<file path="src/rtl/fsm_job_sched_pkg.sv">
// Shared definitions for the job scheduler: FSM state codes, controller states
// and the round-robin pick used by the arbiter.
package fsm_sched_pkg;

  localparam logic [1:0] ST_IDLE = 2'd0;
  localparam logic [1:0] ST_RUN0 = 2'd1;
  localparam logic [1:0] ST_RUN1 = 2'd2;
  localparam logic [1:0] ST_STOP = 2'd3;

  typedef enum logic [2:0] {
    S_IDLE,
    S_START,
    S_RUN,
    S_STOP,
    S_DRAIN,
    S_REL
  } ctrl_state_t;

  // Returns {found, index}: first set bit of req at or above ptr, wrapping at nreq (<= 8).
  function automatic logic [3:0] rr_pick(input logic [7:0] req, input logic [2:0] ptr,
                                         input logic [3:0] nreq);
    logic       found;
    logic [2:0] idx;
    logic [3:0] cand;
    found = 1'b0;
    idx   = 3'd0;
    for (int i = 0; i < 8; i++) begin
      cand = {1'b0, ptr} + 4'(i);
      if (cand >= nreq) cand = cand - nreq;
      if ((4'(i) < nreq) && !found && req[cand[2:0]]) begin
        found = 1'b1;
        idx   = cand[2:0];
      end
    end
    return {found, idx};
  endfunction

endpackage

</file>
<file path="src/rtl/rr_arbiter.sv">
// Combinational round-robin arbiter: picks the first requester at or after ptr.
module rr_arbiter
  import fsm_sched_pkg::*;
#(
  parameter int NREQ  = 4,
  parameter int IDX_W = 2
) (
  input  logic [NREQ-1:0]  req_i,
  input  logic [IDX_W-1:0] ptr_i,
  output logic [NREQ-1:0]  onehot_o,
  output logic [IDX_W-1:0] idx_o,
  output logic             any_o
);

  logic [3:0] pick;

  assign pick     = rr_pick(8'(req_i), 3'(ptr_i), 4'(NREQ));
  assign any_o    = pick[3];
  assign idx_o    = IDX_W'(pick[2:0]);
  assign onehot_o = any_o ? (NREQ'(1) << idx_o) : '0;

endmodule

</file>
<file path="src/rtl/fsm_job_sched.sv">
// Round-robin job scheduler owning the start/stop/mode inputs of one shared run/stop FSM.
// Each granted requester gets one start-run-stop-drain job, then a one-cycle done pulse.
module fsm_job_sched
  import fsm_sched_pkg::*;
#(
  parameter int NREQ    = 4,
  parameter int LEN_W   = 8,
  parameter int TIMEOUT = 16
) (
  input  logic                  clk,
  input  logic                  rst_n,
  input  logic [NREQ-1:0]       req,
  input  logic [NREQ-1:0]       req_mode,
  input  logic [NREQ*LEN_W-1:0] req_len,
  output logic [NREQ-1:0]       grant,
  output logic [NREQ-1:0]       done,
  output logic                  busy,
  output logic                  err,
  input  logic                  err_clr,
  output logic                  start,
  output logic                  stop,
  output logic                  mode,
  input  logic [1:0]            fsm_state
);

  localparam int IDX_W  = (NREQ > 1) ? $clog2(NREQ) : 1;
  localparam int WAIT_W = $clog2(TIMEOUT + 1);

  ctrl_state_t       state_q;
  logic [IDX_W-1:0]  ptr_q, idx_q, ptr_d;
  logic              job_mode_q;
  logic [LEN_W-1:0]  len_q, cnt_q, len_d, pick_len;
  logic [WAIT_W-1:0] wait_q;
  logic [NREQ-1:0]   grant_q, done_q;
  logic              busy_q, err_q, err_d, start_q, stop_q, mode_q;

  logic [NREQ-1:0]   arb_onehot;
  logic [IDX_W-1:0]  arb_idx;
  logic              arb_any;
  logic              run_ack, stop_ack, mode_bad, to_hit, err_set, go_rel;

  rr_arbiter #(.NREQ(NREQ), .IDX_W(IDX_W)) u_arb (
    .req_i    (req),
    .ptr_i    (ptr_q),
    .onehot_o (arb_onehot),
    .idx_o    (arb_idx),
    .any_o    (arb_any)
  );

  assign pick_len = req_len[int'(arb_idx)*LEN_W +: LEN_W];
  assign len_d    = (pick_len == '0) ? LEN_W'(1) : pick_len;
  assign ptr_d    = (int'(idx_q) == NREQ - 1) ? '0 : idx_q + IDX_W'(1);
  assign run_ack  = (fsm_state == ST_RUN0) || (fsm_state == ST_RUN1);
  assign stop_ack = (fsm_state == ST_STOP) || (fsm_state == ST_IDLE);
  assign mode_bad = (fsm_state == ST_RUN1) != job_mode_q;
  assign to_hit   = (wait_q == WAIT_W'(TIMEOUT - 1));

  // A wrong-mode acknowledge still advances the job; only the flag records it.
  always_comb begin
    err_set = 1'b0;
    go_rel  = 1'b0;
    case (state_q)
      S_START: begin
        if (run_ack) err_set = mode_bad;
        else if (to_hit) begin
          err_set = 1'b1;
          go_rel  = 1'b1;
        end
      end
      S_STOP: begin
        if (!stop_ack && to_hit) begin
          err_set = 1'b1;
          go_rel  = 1'b1;
        end
      end
      S_DRAIN: begin
        if (fsm_state == ST_IDLE) go_rel = 1'b1;
        else if (to_hit) begin
          err_set = 1'b1;
          go_rel  = 1'b1;
        end
      end
      default: ;
    endcase
  end

  assign err_d = err_set | (err_q & ~err_clr);

  always_ff @(posedge clk or negedge rst_n) begin
    if (!rst_n) begin
      state_q    <= S_IDLE;
      ptr_q      <= '0;
      idx_q      <= '0;
      job_mode_q <= 1'b0;
      len_q      <= '0;
      cnt_q      <= '0;
      wait_q     <= '0;
      grant_q    <= '0;
      done_q     <= '0;
      busy_q     <= 1'b0;
      err_q      <= 1'b0;
      start_q    <= 1'b0;
      stop_q     <= 1'b0;
      mode_q     <= 1'b0;
    end else begin
      err_q  <= err_d;
      done_q <= '0;
      case (state_q)
        S_IDLE: begin
          if (arb_any) begin
            idx_q      <= arb_idx;
            job_mode_q <= req_mode[arb_idx];
            len_q      <= len_d;
            grant_q    <= arb_onehot;
            busy_q     <= 1'b1;
            start_q    <= 1'b1;
            mode_q     <= req_mode[arb_idx];
            wait_q     <= '0;
            state_q    <= S_START;
          end
        end
        S_START: begin
          if (run_ack) begin
            cnt_q   <= len_q - LEN_W'(1);
            state_q <= S_RUN;
          end else wait_q <= wait_q + WAIT_W'(1);
        end
        S_RUN: begin
          if (cnt_q == '0) begin
            start_q <= 1'b0;
            stop_q  <= 1'b1;
            wait_q  <= '0;
            state_q <= S_STOP;
          end else cnt_q <= cnt_q - LEN_W'(1);
        end
        S_STOP: begin
          if (stop_ack) begin
            stop_q  <= 1'b0;
            wait_q  <= '0;
            state_q <= S_DRAIN;
          end else wait_q <= wait_q + WAIT_W'(1);
        end
        S_DRAIN: wait_q <= wait_q + WAIT_W'(1);
        S_REL:   state_q <= S_IDLE;
        default: state_q <= S_IDLE;
      endcase
      // Release cycle: grant and busy drop while done pulses; S_IDLE follows for one cycle.
      if (go_rel) begin
        grant_q <= '0;
        done_q  <= grant_q;
        busy_q  <= 1'b0;
        start_q <= 1'b0;
        stop_q  <= 1'b0;
        mode_q  <= 1'b0;
        ptr_q   <= ptr_d;
        state_q <= S_REL;
      end
    end
  end

  assign grant = grant_q;
  assign done  = done_q;
  assign busy  = busy_q;
  assign err   = err_q;
  assign start = start_q;
  assign stop  = stop_q;
  assign mode  = mode_q;

endmodule

</file>
<file path="config.mk">
export PLATFORM = sky130hd
export DESIGN_NAME = fsm_job_sched
export DESIGN_NICKNAME = d
export VERILOG_FILES = /design/src/rtl/fsm_job_sched_pkg.sv /design/src/rtl/rr_arbiter.sv /design/src/rtl/fsm_job_sched.sv
export SDC_FILE = /design/constraint.sdc
export NUM_CORES = 1
export LEC_CHECK = 0
export CAP_MARGIN = 20
export CORE_MARGIN = 3
export CORE_UTILIZATION = 35
export CTS_BUF_LIST = sky130_fd_sc_hd__clkbuf_8
export CTS_CLUSTER_DIAMETER = 120
export DETAILED_ROUTE_END_ITERATION = 6
export GPL_ROUTABILITY_DRIVEN = 0
export HOLD_SLACK_MARGIN = 0.06
export PLACE_DENSITY_LB_ADDON = 0.1
export SLEW_MARGIN = 15
export SYNTH_ARGS = -nofsm -noshare
export SYNTH_HDL_FRONTEND = slang
export SYNTH_SLANG_ARGS = --single-unit
</file>
<file path="constraint.sdc">
create_clock -name clk -period 2.93 [get_ports clk]
set_input_delay 0.586 -clock clk [delete_from_list [all_inputs] [get_ports clk]]
set_output_delay 0.586 -clock clk [all_outputs]
set_load 0.02 [all_outputs]
</file>
==> out/metrics.cfg, run 1 <==
[outcome]
outcome = complete, no violations

[timing]
tns_ns = 0
period_needed_ns = 2.500
max_freq_mhz = 399.9
skew_ns = 0.007144
relSlewSlack_pct = 58.48
rsz0062_at_grt = false
finalHoldViolations = 0
report.final.slew_viol_count = 0
worst_pin_slew_ns = 0.6229
fin_crit_sh_pct = 85.34
setup_viol = 0

[synthesis]
synth_warnings = 0
synth-compound-area-share_pct = 18.43
synthDistinctLibCells = 47
synth_seq_cells = 42
yosys.area.top_type_share_pct = 41.28
synth_top_family_by_area = simple AND/OR/NAND/NOR gates
yosys.area_share.simple_pct = 20.00
ys_seq_area_share_pct = 41.28
synth.net_count = 338
synth_top_cell_by_area = dfrtp_1
synth_ff_type = dfrtp_1
synth_fa_ha_area_share_pct = 2.948
synth-edff-count = 0
synth_area_leaders = dfrtp_1 (41%), mux2i_1 (9.8%), nand2_1 (6.3%)
syn-mean-instance-area_sq_um = 8.872
async_flop_share_pct = 100.0
synth_cells = 287
netlist_area_sq_mm = 0.002546
synthMuxAreaShare_pct = 13.81
synth_xor_area_share_pct = 0.3440

[floorplanning]
dieHeight_um = 91.29
start_util_pct = 36.87
design.core.area_sq_mm = 0.006907
num_rows = 30
dieArea_sq_mm = 0.008334
die_w_um = 91.29
pin_count = 58

[setup_path]
rr_worst_depth = 7
startpoint = fsm_state[1]
endpoint = start
r2r-end = cnt_q[4]
rrSetupSlack_ns = 0.57
crit_path_end_kind = flip-flop
critPathKind = input pin to flip-flop
cp-start-kind = input pin
crit_fanout = 9
rr_startpoint = state_q[2]
cp.arrival_ns = 2.73
required_ns = 3.16

[finish]
final_util_pct = 48.80
antenna_cells = 0
fin_area_sq_mm = 0.003371
instances_no_fill = 446
areaGrowthSynthToFinish_pct = 32.38
num-nets-final = 400
layout-drive-gt1-share_pct = 10.57

[routing]
wl_mm = 6.047
vias_per_cell = 5.130
first_pass_iters = 4
drtAntennaViolNets = 0
drt_iter0_markers = 53
wire_per_inst_um = 13.56
vias = 2288
drc_errors = 0

[clock_network]
clockBufferDepth = 2
holdBufCountCts = 0
cts_resized = 0
cts_made_buffers = 5
cts_max_level = 2
clk_pin_slew_ns = 0.09
clock_latency_ns = 0.30
cts_tree = yes
postCtsSetupRepairBufs = 0
cts_root_buf = clkbuf_8
cts_sinks = 42

[power]
p_comb_share_pct = 52.0
p_sw_share_pct = 43.34
clock_power_share_pct = 13.4
seq_power_share_pct = 34.6
internal_power_w = 0.001693
power_w = 0.002988
leakagePower_nw = 1.398
ir_drop_uv = 291.0
switching_power_w = 0.001295
cellPowerDensity_mw_per_mm2 = 886.5

[global_route]
grt_start_max_net_pins = 43
overflow = 0
grt_pass1_vias = 2071
grt_pass1_wl_mm = 10.20
grt.total_usage_pct = 14.99
antenna_found_initial = 0

[place]
io_buffers = 57
hpwl_mm = 4.576
placed_cells = 437
post_dp_cell_area_sq_mm = 0.003256

[min_path]
hp-class = input pin to asynchronous set/reset pin

[flow_run]
maxCapViolations = 0

-- flip-flops by register name, indices dropped and copies added (netlist names), 2 cells and up --
signal / count
done: 4
idx_q: 2
len_q: 8
wait_q: 5
grant: 4
ptr_q: 2
state_q: 3
cnt_q: 8
-- power groups by stage --
| stage | sequential, W | clock (W) | combinational [W] |
|---|---|---|---|
| global placement | 0.00104 | 0 | 0.00155 |
| CTS | 0.00103 | 0.000416 | 0.00157 |
| detailed placement | 0.00104 | 0 | 0.00157 |
| floorplan | 0.00103 | 0 | 0.00107 |
| global route | 0.00107 | 0.000442 | 0.00175 |
| finish | 0.00103 | 0.000402 | 0.00155 |
-- logic make-up after synthesis --
logic type               count (synthesis)
buffers and inverters                   21
XOR/XNOR                                 1
AND/OR/NAND/NOR                        108
adder cells (fa/ha/maj)                  6
multiplexers                            34
AO/OA/AOI/OAI                           75
flip-flops                              42
-- cells in the mapped netlist, drive strengths merged (2+ instances only) --
cell,instances
nor2,26
o32ai,4
inv,8
nor2b,2
ha,6
o21ai,29
clkbuf,11
o31ai,3
nand4,2
and2,4
a211oi,2
buf,2
or2,2
a21oi,21
nand3,6
nand2,44
mux2i,25
mux2,9
or4,2
nor4,2
a32o,2
nand2b,5
nor3,10
dfrtp,42
-- cell type report --
class | count | area (sq um)
inverters | 8 | 30.03
clock inverters | 2 | 12.51
multi-input cells | 224 | 1414
clock buffers | 6 | 82.58
flip-flops and latches | 42 | 1051
well taps | 96 | 120.1
fillers | 686 | 3536
repair buffers | 68 | 660.6
-- placed cells by master, fill, tap and decap left out, types with 5 or more instances in the layout --
cell             count
nand2_1             43
nand2b_1             5
mux2_2               9
inv_1                8
buf_4               10
o21ai_0             29
a21oi_1             20
nand3_1              5
dfrtp_1             42
nor3_1               9
clkdlybuf4s50_1     56
ha_1                 6
mux2i_1             25
clkbuf_8             6
nor2_1              26
-- how the worst min path moves through the flow --
stage | endpoint | slack [ns] | cells past startpoint
detailed placement | idx_q[1] | 0.48 | 2
global route | wait_q[3] | 0.17 | 1
global placement | wait_q[4] | 0.47 | 2
CTS | wait_q[3] | 0.47 | 1
floorplan | busy | 0.29 | 0
finish | err | 0.16 | 1
-- per-layer routing --
| layer | vias to the layer above | share of wire, % | GRT usage (%) |
|---|---|---|---|
| met1 | 1065 | 49 | 21.01 |
| li1 | 1150 | - | - |
| met4 | 0 | 1.8 | 6.281 |
| met2 | 64 | 43 | 22.19 |
| met5 | - | 0 | 0 |
| met3 | 9 | 6.0 | 3.314 |
-- critical path: stages --
cell,delay [ns]
clkdlybuf4s50_1,0.49
inv_1,0.05
ha_1,0.42
o21a_1,0.17
o21ai_0,0.13
a32oi_1,0.53
o311ai_0,0.24
o21ai_0,0.12
-- through the flow --
stage	hold slack (ns)	setup WS (ns)
4_1_cts	0.4687	0.4181
6_report	0.1570	0.4296
2_1_floorplan	0.2904	0.3504
3_3_place_gp	0.4703	0.2426
5_1_grt	0.1660	0.2054
3_5_place_dp	0.4784	0.1021
(Power assumes the default switching activity.)
==> run 2, diff against run 1 <==
--- a/config.mk
+++ b/config.mk
@@ -7,7 +7,7 @@
 export LEC_CHECK = 0
 export CAP_MARGIN = 20
 export CORE_MARGIN = 3
-export CORE_UTILIZATION = 35
+export CORE_UTILIZATION = 52
 export CTS_BUF_LIST = sky130_fd_sc_hd__clkbuf_8
 export CTS_CLUSTER_DIAMETER = 120
 export DETAILED_ROUTE_END_ITERATION = 6
==> run 2 against run 1 <==
  * Cell count is 6.7% lower
  * Non-clock buffer count is 2 higher
  * Critical path type unchanged
  * Fmax is 3.2% higher
  * Flip-flop and latch count stayed put
  * Count of clock-buffer cells in the layout stayed put
  * Core utilization is 25 points higher
  * Clock power is 15% higher
==> out/metrics.cfg, run 2 (same netlist as run 1, synthesis figures left out) <==
[setup_path]
required_ns = 3.16  ; about the same
endpoint = wait_q[3]
rr_worst_depth = 7  ; unchanged
cp.arrival_ns = 2.66  ; -0.07 ns
crit_path_frequent_cell = nand2_1
path_cells = clkdlybuf4s50_1, inv_1, ha_1, nand2_1, nor2_1, a21oi_4, nand3_4, or4_1, nand2_1
crit_path_end_kind = flip-flop
crit_fanout = 9  ; unchanged
startpoint = fsm_state[0]
rrSetupSlack_ns = 0.60  ; +0.03 ns
slowest_delay_ns = 0.52  ; about the same
critPathKind = input pin to flip-flop
cpMaxStageDelayCell = or4_1
rr_startpoint = cnt_q[1]
cp-start-kind = input pin
r2r-end = wait_q[3]

[routing]
vias_per_cell = 5.644  ; +10%
drt_iter0_markers = 145  ; +170%
drc_errors = 0  ; unchanged
first_pass_iters = 4  ; unchanged
vias = 2348  ; +2.6%
drtAntennaViolNets = 0  ; unchanged
wire_per_inst_um = 13.75  ; +1.4%
wl_mm = 5.720  ; -5.4%

[finish]
mostFrequentLayoutCells = clkdlybuf4s50_1 (56), nand2_1 (43), dfrtp_1 (42), o21ai_0 (29), nor2_1 (26)
reg.largest.list = cnt_q x8, len_q x8, wait_q x5
final_common_cell = clkdlybuf4s50_1
multi_input_area_sq_mm = 0.001414  ; unchanged
seq_area_sq_mm = 0.001051  ; unchanged
antenna_cells = 0  ; unchanged
fill_cells = 361  ; -47%
layout-drive-gt1-share_pct = 10.83  ; +0.25 points
num-nets-final = 402  ; +0.50%
areaGrowthSynthToFinish_pct = 31.65

[clock_network]
clk_pin_slew_ns = 0.08  ; about the same
cts_made_buffers = 5  ; unchanged
cts_max_level = 2  ; unchanged
cts_resized = 0  ; unchanged
clock_latency_ns = 0.29  ; about the same
cts_root_buf = clkbuf_8
cts_tree = yes
postCtsSetupRepairBufs = 0  ; unchanged
holdBufCountCts = 0  ; unchanged
clockBufferDepth = 2  ; unchanged
cts_sinks = 42  ; unchanged

[timing]
relSlewSlack_pct = 40.40  ; -18 points
skew_ns = 0.007294  ; +0.0001502 ns
setup_viol = 0  ; unchanged
finalHoldViolations = 0  ; unchanged
fin_crit_sh_pct = 82.68  ; -2.7 points
report.final.slew_viol_count = 0  ; unchanged
tns_ns = 0  ; unchanged
period_needed_ns = 2.423  ; -0.07782 ns
rsz0062_at_grt = false
max_freq_mhz = 412.8  ; +3.2%
worst_pin_slew_ns = 0.8940  ; +0.2711 ns

[global_route]
grt_pass1_wl_mm = 9.915  ; -2.8%
overflow = 0  ; unchanged
grt_start_max_net_pins = 43  ; unchanged
grt_pass1_vias = 2264  ; +9.3%
grt_use_met2_pct = 32.54  ; +10 points
antenna_found_initial = 0  ; unchanged
grt.total_usage_pct = 20.59  ; +5.6 points
top_usage_layer = met2
use_met3_pct = 5.556  ; +2.2 points
met1_usage_pct = 27.06  ; +6.1 points

[power]
power_w = 0.003072  ; +2.8%
cellPowerDensity_mw_per_mm2 = 916.5  ; +3.4%
leakagePower_nw = 1.412  ; +1.0%
ir_drop_uv = 430.2  ; +48%

[flow_run]
maxCapViolations = 0  ; unchanged

[place]
io_buffers = 57  ; unchanged
hpwl_mm = 4.397  ; -3.9%

[floorplanning]
design.core.area_sq_mm = 0.004534  ; -34%
dieArea_sq_mm = 0.005772  ; -31%
die_w_um = 75.98  ; -17%
num_rows = 24  ; -20%
start_util_pct = 56.15  ; +19 points
pin_count = 58  ; unchanged
dieHeight_um = 75.98  ; -17%

[outcome]
outcome = complete, no violations

[min_path]
hp-class = input pin to asynchronous set/reset pin

-- run 2: cell count changes in the layout (fill, tap and decap cells not counted), sizes merged --
| cell | before | now |
|---|---|---|
| clkinvlp | 1 | 0 |
| bufinv | 0 | 1 |
| clkinv | 1 | 0 |
| buf | 12 | 14 |
-- run 2: how the worst min path moves through the flow --
stage	startpoint	cells after the start	endpoint
finish	rst_n	1	stop
global route	rst_n	1	stop
CTS	rst_n	1	err
detailed placement	idx_q[1]	2	idx_q[1]
global placement	idx_q[0]	1	ptr_q[0]
floorplan	rst_n	0	busy
-- run 2: worst max-delay path, delay by kind of cell --
| family | cells | cell delay [ns] |
|---|---|---|
| adder cells (fa/ha/maj) | 1 | 0.39 |
| AO/OA/AOI/OAI | 1 | 0.26 |
| buffers and inverters | 2 | 0.51 |
| AND/OR/NAND/NOR | 5 | 0.91 |
-- run 2: report_power, final --
group	switching, W	internal, W
clock network	0.000190	0.000272
logic	0.000855	0.000715
registers	0.000238	0.000802
total	0.00128	0.00179
-- run 2: cell type report --
class                      instances  share of cell area [%]
clock inverter                     1                  0.8959
clock buffer                       6                   2.464
sequential                        42                   31.36
multi-input combinational        224                   42.18
timing repair buffer              70                   19.78
tap                               65                   2.426
inverter                           8                  0.8959
-- run 2: per-stage QoR --
step | utilization (%) | hold WS (ns) | instance area (sq um) | setup slack (ns) | instances
2_1_floorplan | - | 0.2904 | 2546 | 0.3504 | 287
3_3_place_gp | 71.44 | 0.4771 | 3239 | 0.2594 | 409
3_5_place_dp | 71.44 | 0.4819 | 3239 | 0.1952 | 409
4_1_cts | 73.92 | 0.4524 | 3352 | 0.5110 | 416
5_1_grt | 73.92 | 0.4949 | 3352 | 0.3352 | 416
6_report | 73.92 | 0.4118 | 3352 | 0.5074 | 416
-- run 2: routing by layer --
metal / up-vias / wire length, um
met3: 10 / 374
met5: - / 0
li1: 1160 / -
met2: 82 / 2641
met4: 0 / 101
met1: 1096 / 2603
==> run 3, diff against run 2 <==
--- a/config.mk
+++ b/config.mk
@@ -7,7 +7,7 @@
 export LEC_CHECK = 0
 export CAP_MARGIN = 20
 export CORE_MARGIN = 3
-export CORE_UTILIZATION = 52
+export CORE_UTILIZATION = 47
 export CTS_BUF_LIST = sky130_fd_sc_hd__clkbuf_8
 export CTS_CLUSTER_DIAMETER = 120
 export DETAILED_ROUTE_END_ITERATION = 6
==> constraint.sdc (replaced) <==
create_clock -name clk -period 2.1 [get_ports clk]
set_input_delay 0.42 -clock clk [delete_from_list [all_inputs] [get_ports clk]]
set_output_delay 0.42 -clock clk [all_outputs]
set_load 0.02 [all_outputs]
==> run 3 against run 2 <==
  * Final area up 9.2%
  * Hold slack got worse by 0.36 ns
  * Count of clock-buffer cells in the layout unchanged
  * Sequential power grew 38%
  * Power up 54%
  * Register-to-register slack worse by 0.57 ns
  * Clock skew fell by 0.0013 ns
  * Via count increased by 7.2%
==> out/metrics.cfg, run 3 (same netlist as run 1, synthesis figures left out) <==
[routing]
first_pass_iters = 4  ; unchanged
vias_per_cell = 5.554  ; -1.6%
drt_iter0_markers = 237  ; +63%
drtAntennaViolNets = 0  ; unchanged
drc_errors = 0  ; unchanged
wire_per_inst_um = 14.28  ; +3.8%
vias = 2516  ; +7.2%
wl_mm = 6.467  ; +13%

[finish]
reg.largest.list = cnt_q x8, len_q x8, wait_q x5
seq_area_sq_mm = 0.001051  ; unchanged
antenna_cells = 0  ; unchanged
multi_input_area_sq_mm = 0.001484  ; +5.0%
mostFrequentLayoutCells = clkdlybuf4s50_1 (56), nand2_1 (42), dfrtp_1 (42), buf_4 (42), o21ai_0 (24)
instances_no_fill = 453  ; +8.9%
layout-drive-gt1-share_pct = 20.89  ; +10 points
final_common_cell = clkdlybuf4s50_1
areaGrowthSynthToFinish_pct = 43.73
num-nets-final = 433  ; +7.7%
fill_cells = 408  ; +13%

[clock_network]
cts_tree = yes
clk_pin_slew_ns = 0.09  ; about the same
cts_root_buf = clkbuf_8
clockBufferDepth = 2  ; unchanged
holdBufCountCts = 0  ; unchanged
cts_max_level = 2  ; unchanged
clock_latency_ns = 0.30  ; about the same
cts_sinks = 42  ; unchanged
cts_made_buffers = 5  ; unchanged

[floorplanning]
num_rows = 26  ; +8.3%
design.core.area_sq_mm = 0.005172  ; +14%
pin_count = 58  ; unchanged
start_util_pct = 49.23  ; -6.9 points
dieHeight_um = 79.61  ; +4.8%
die_w_um = 79.61  ; +4.8%
dieArea_sq_mm = 0.006337  ; +9.8%

[timing]
period_needed_ns = 2.068
fin_crit_sh_pct = 98.46
report.final.slew_viol_count = 0  ; unchanged
fin_hold_ws_ns = 0.05247  ; -0.3594 ns
worst_pin_slew_ns = 0.4638  ; -0.4302 ns
setup_viol = 0  ; unchanged
relSlewSlack_pct = 69.08  ; +29 points
max_freq_mhz = 483.6
rsz0062_at_grt = true
finalHoldViolations = 0  ; unchanged
skew_ns = 0.005965  ; -0.001329 ns

[setup_path]
cp-start-kind = flip-flop
cp.arrival_ns = 2.32  ; -0.34 ns
rr_startpoint = cnt_q[0]
slowest_delay_ns = 0.50  ; -0.02 ns
startpoint = cnt_q[0]
path_cells = nor3_4, nand2_2, or4_4, a21oi_4, nand3_4, or4_1, nand2_1
critPathKind = flip-flop to flip-flop
required_ns = 2.35  ; -0.81 ns
cpMaxStageDelayCell = or4_1
crit_path_end_kind = flip-flop
crit_fanout = 3  ; -6

[power]
leakagePower_nw = 1.577  ; +12%
switching_power_w = 0.002018  ; +57%
p_sw_share_pct = 42.74  ; +0.99 points
clock_power_share_pct = 12.2  ; -2.8 points
ir_drop_uv = 594.0  ; +38%
internal_power_w = 0.002704  ; +51%
cellPowerDensity_mw_per_mm2 = 1290  ; +41%
p_comb_share_pct = 57.3  ; +6.2 points
seq_power_share_pct = 30.5  ; -3.3 points

[global_route]
antenna_found_initial = 0  ; unchanged
grt_pass1_wl_mm = 11.03  ; +11%
overflow = 0  ; unchanged
grt_start_max_net_pins = 22  ; -49%
grt_pass1_vias = 2429  ; +7.3%
grt.total_usage_pct = 21.71  ; +1.1 points

[outcome]
outcome = complete, no violations

[min_path]
hp-class = input pin to asynchronous set/reset pin

[flow_run]
maxCapViolations = 0  ; unchanged

[place]
hpwl_mm = 4.879  ; +11%
placed_cells = 442  ; +8.1%
io_buffers = 57  ; unchanged

-- run 3: path summary, 6_finish.rpt --
check	end	slack [ns]	depth (start not counted)
max in group asynchronous	len_q[1]	1.48	2
worst min-delay path	wait_q[1]	0.05	1
worst max-delay path	wait_q[3]	0.03	7
worst min register to register	wait_q[4]	0.49	2
min in group clk	wait_q[4]	0.49	2
worst max register to register	wait_q[3]	0.03	7
-- run 3: power groups by stage --
| stage | Clock, W | Sequential, W | Combinational (W) |
|---|---|---|---|
| detailed placement | 0 | 0.00143 | 0.00255 |
| global placement | 0 | 0.00142 | 0.00249 |
| CTS | 0.000571 | 0.00142 | 0.00257 |
| global route | 0.000606 | 0.00148 | 0.00299 |
| finish | 0.000576 | 0.00144 | 0.00271 |
| floorplan | 0 | 0.00144 | 0.00152 |
-- run 3: per-layer routing --
metal	track usage (%)	routed length (um)
met3	4.628	434
met5	0	0
met1	29.43	3005
met2	35.56	2927
met4	4.811	99
-- run 3: cell type report --
class	instances	area share (%)
clock buffers	6	2.256
clock inverters	2	0.3419
repair buffers	101	24.92
multi-input cells	224	40.55
inverters	8	0.8205
flip-flops and latches	42	28.72
well taps	70	2.393
-- run 3: worst max-delay path, delay by kind of cell (launching register included) --
family,cells,cell delay [ns]
simple gates,6,1.37
compound gates,1,0.21
flops,1,0.43
-- run 3: what timing repair did --
item,in CTS,in global routing
buffers inserted,0,3
gates resized for setup,0,20
endpoints found under the setup margin,1,23
pin swaps,1,1
-- run 3: stage by stage --
stage / power [W] / worst slack [ns] / cell area, sq um / utilization (%) / TNS (ns)
2_1_floorplan: 0.002959 / -0.005790 / 2557 / - / -0.01008
3_3_place_gp: 0.003908 / -0.2252 / 3476 / 67.20 / -5.402
3_5_place_dp: 0.003980 / -0.2882 / 3476 / 67.20 / -6.554
4_1_cts: 0.004557 / 0.009510 / 3571 / 69.04 / 0
5_1_grt: 0.005071 / -0.02414 / 3660 / 70.75 / -0.04697
6_report: 0.004722 / 0.03233 / 3660 / 70.75 / 0
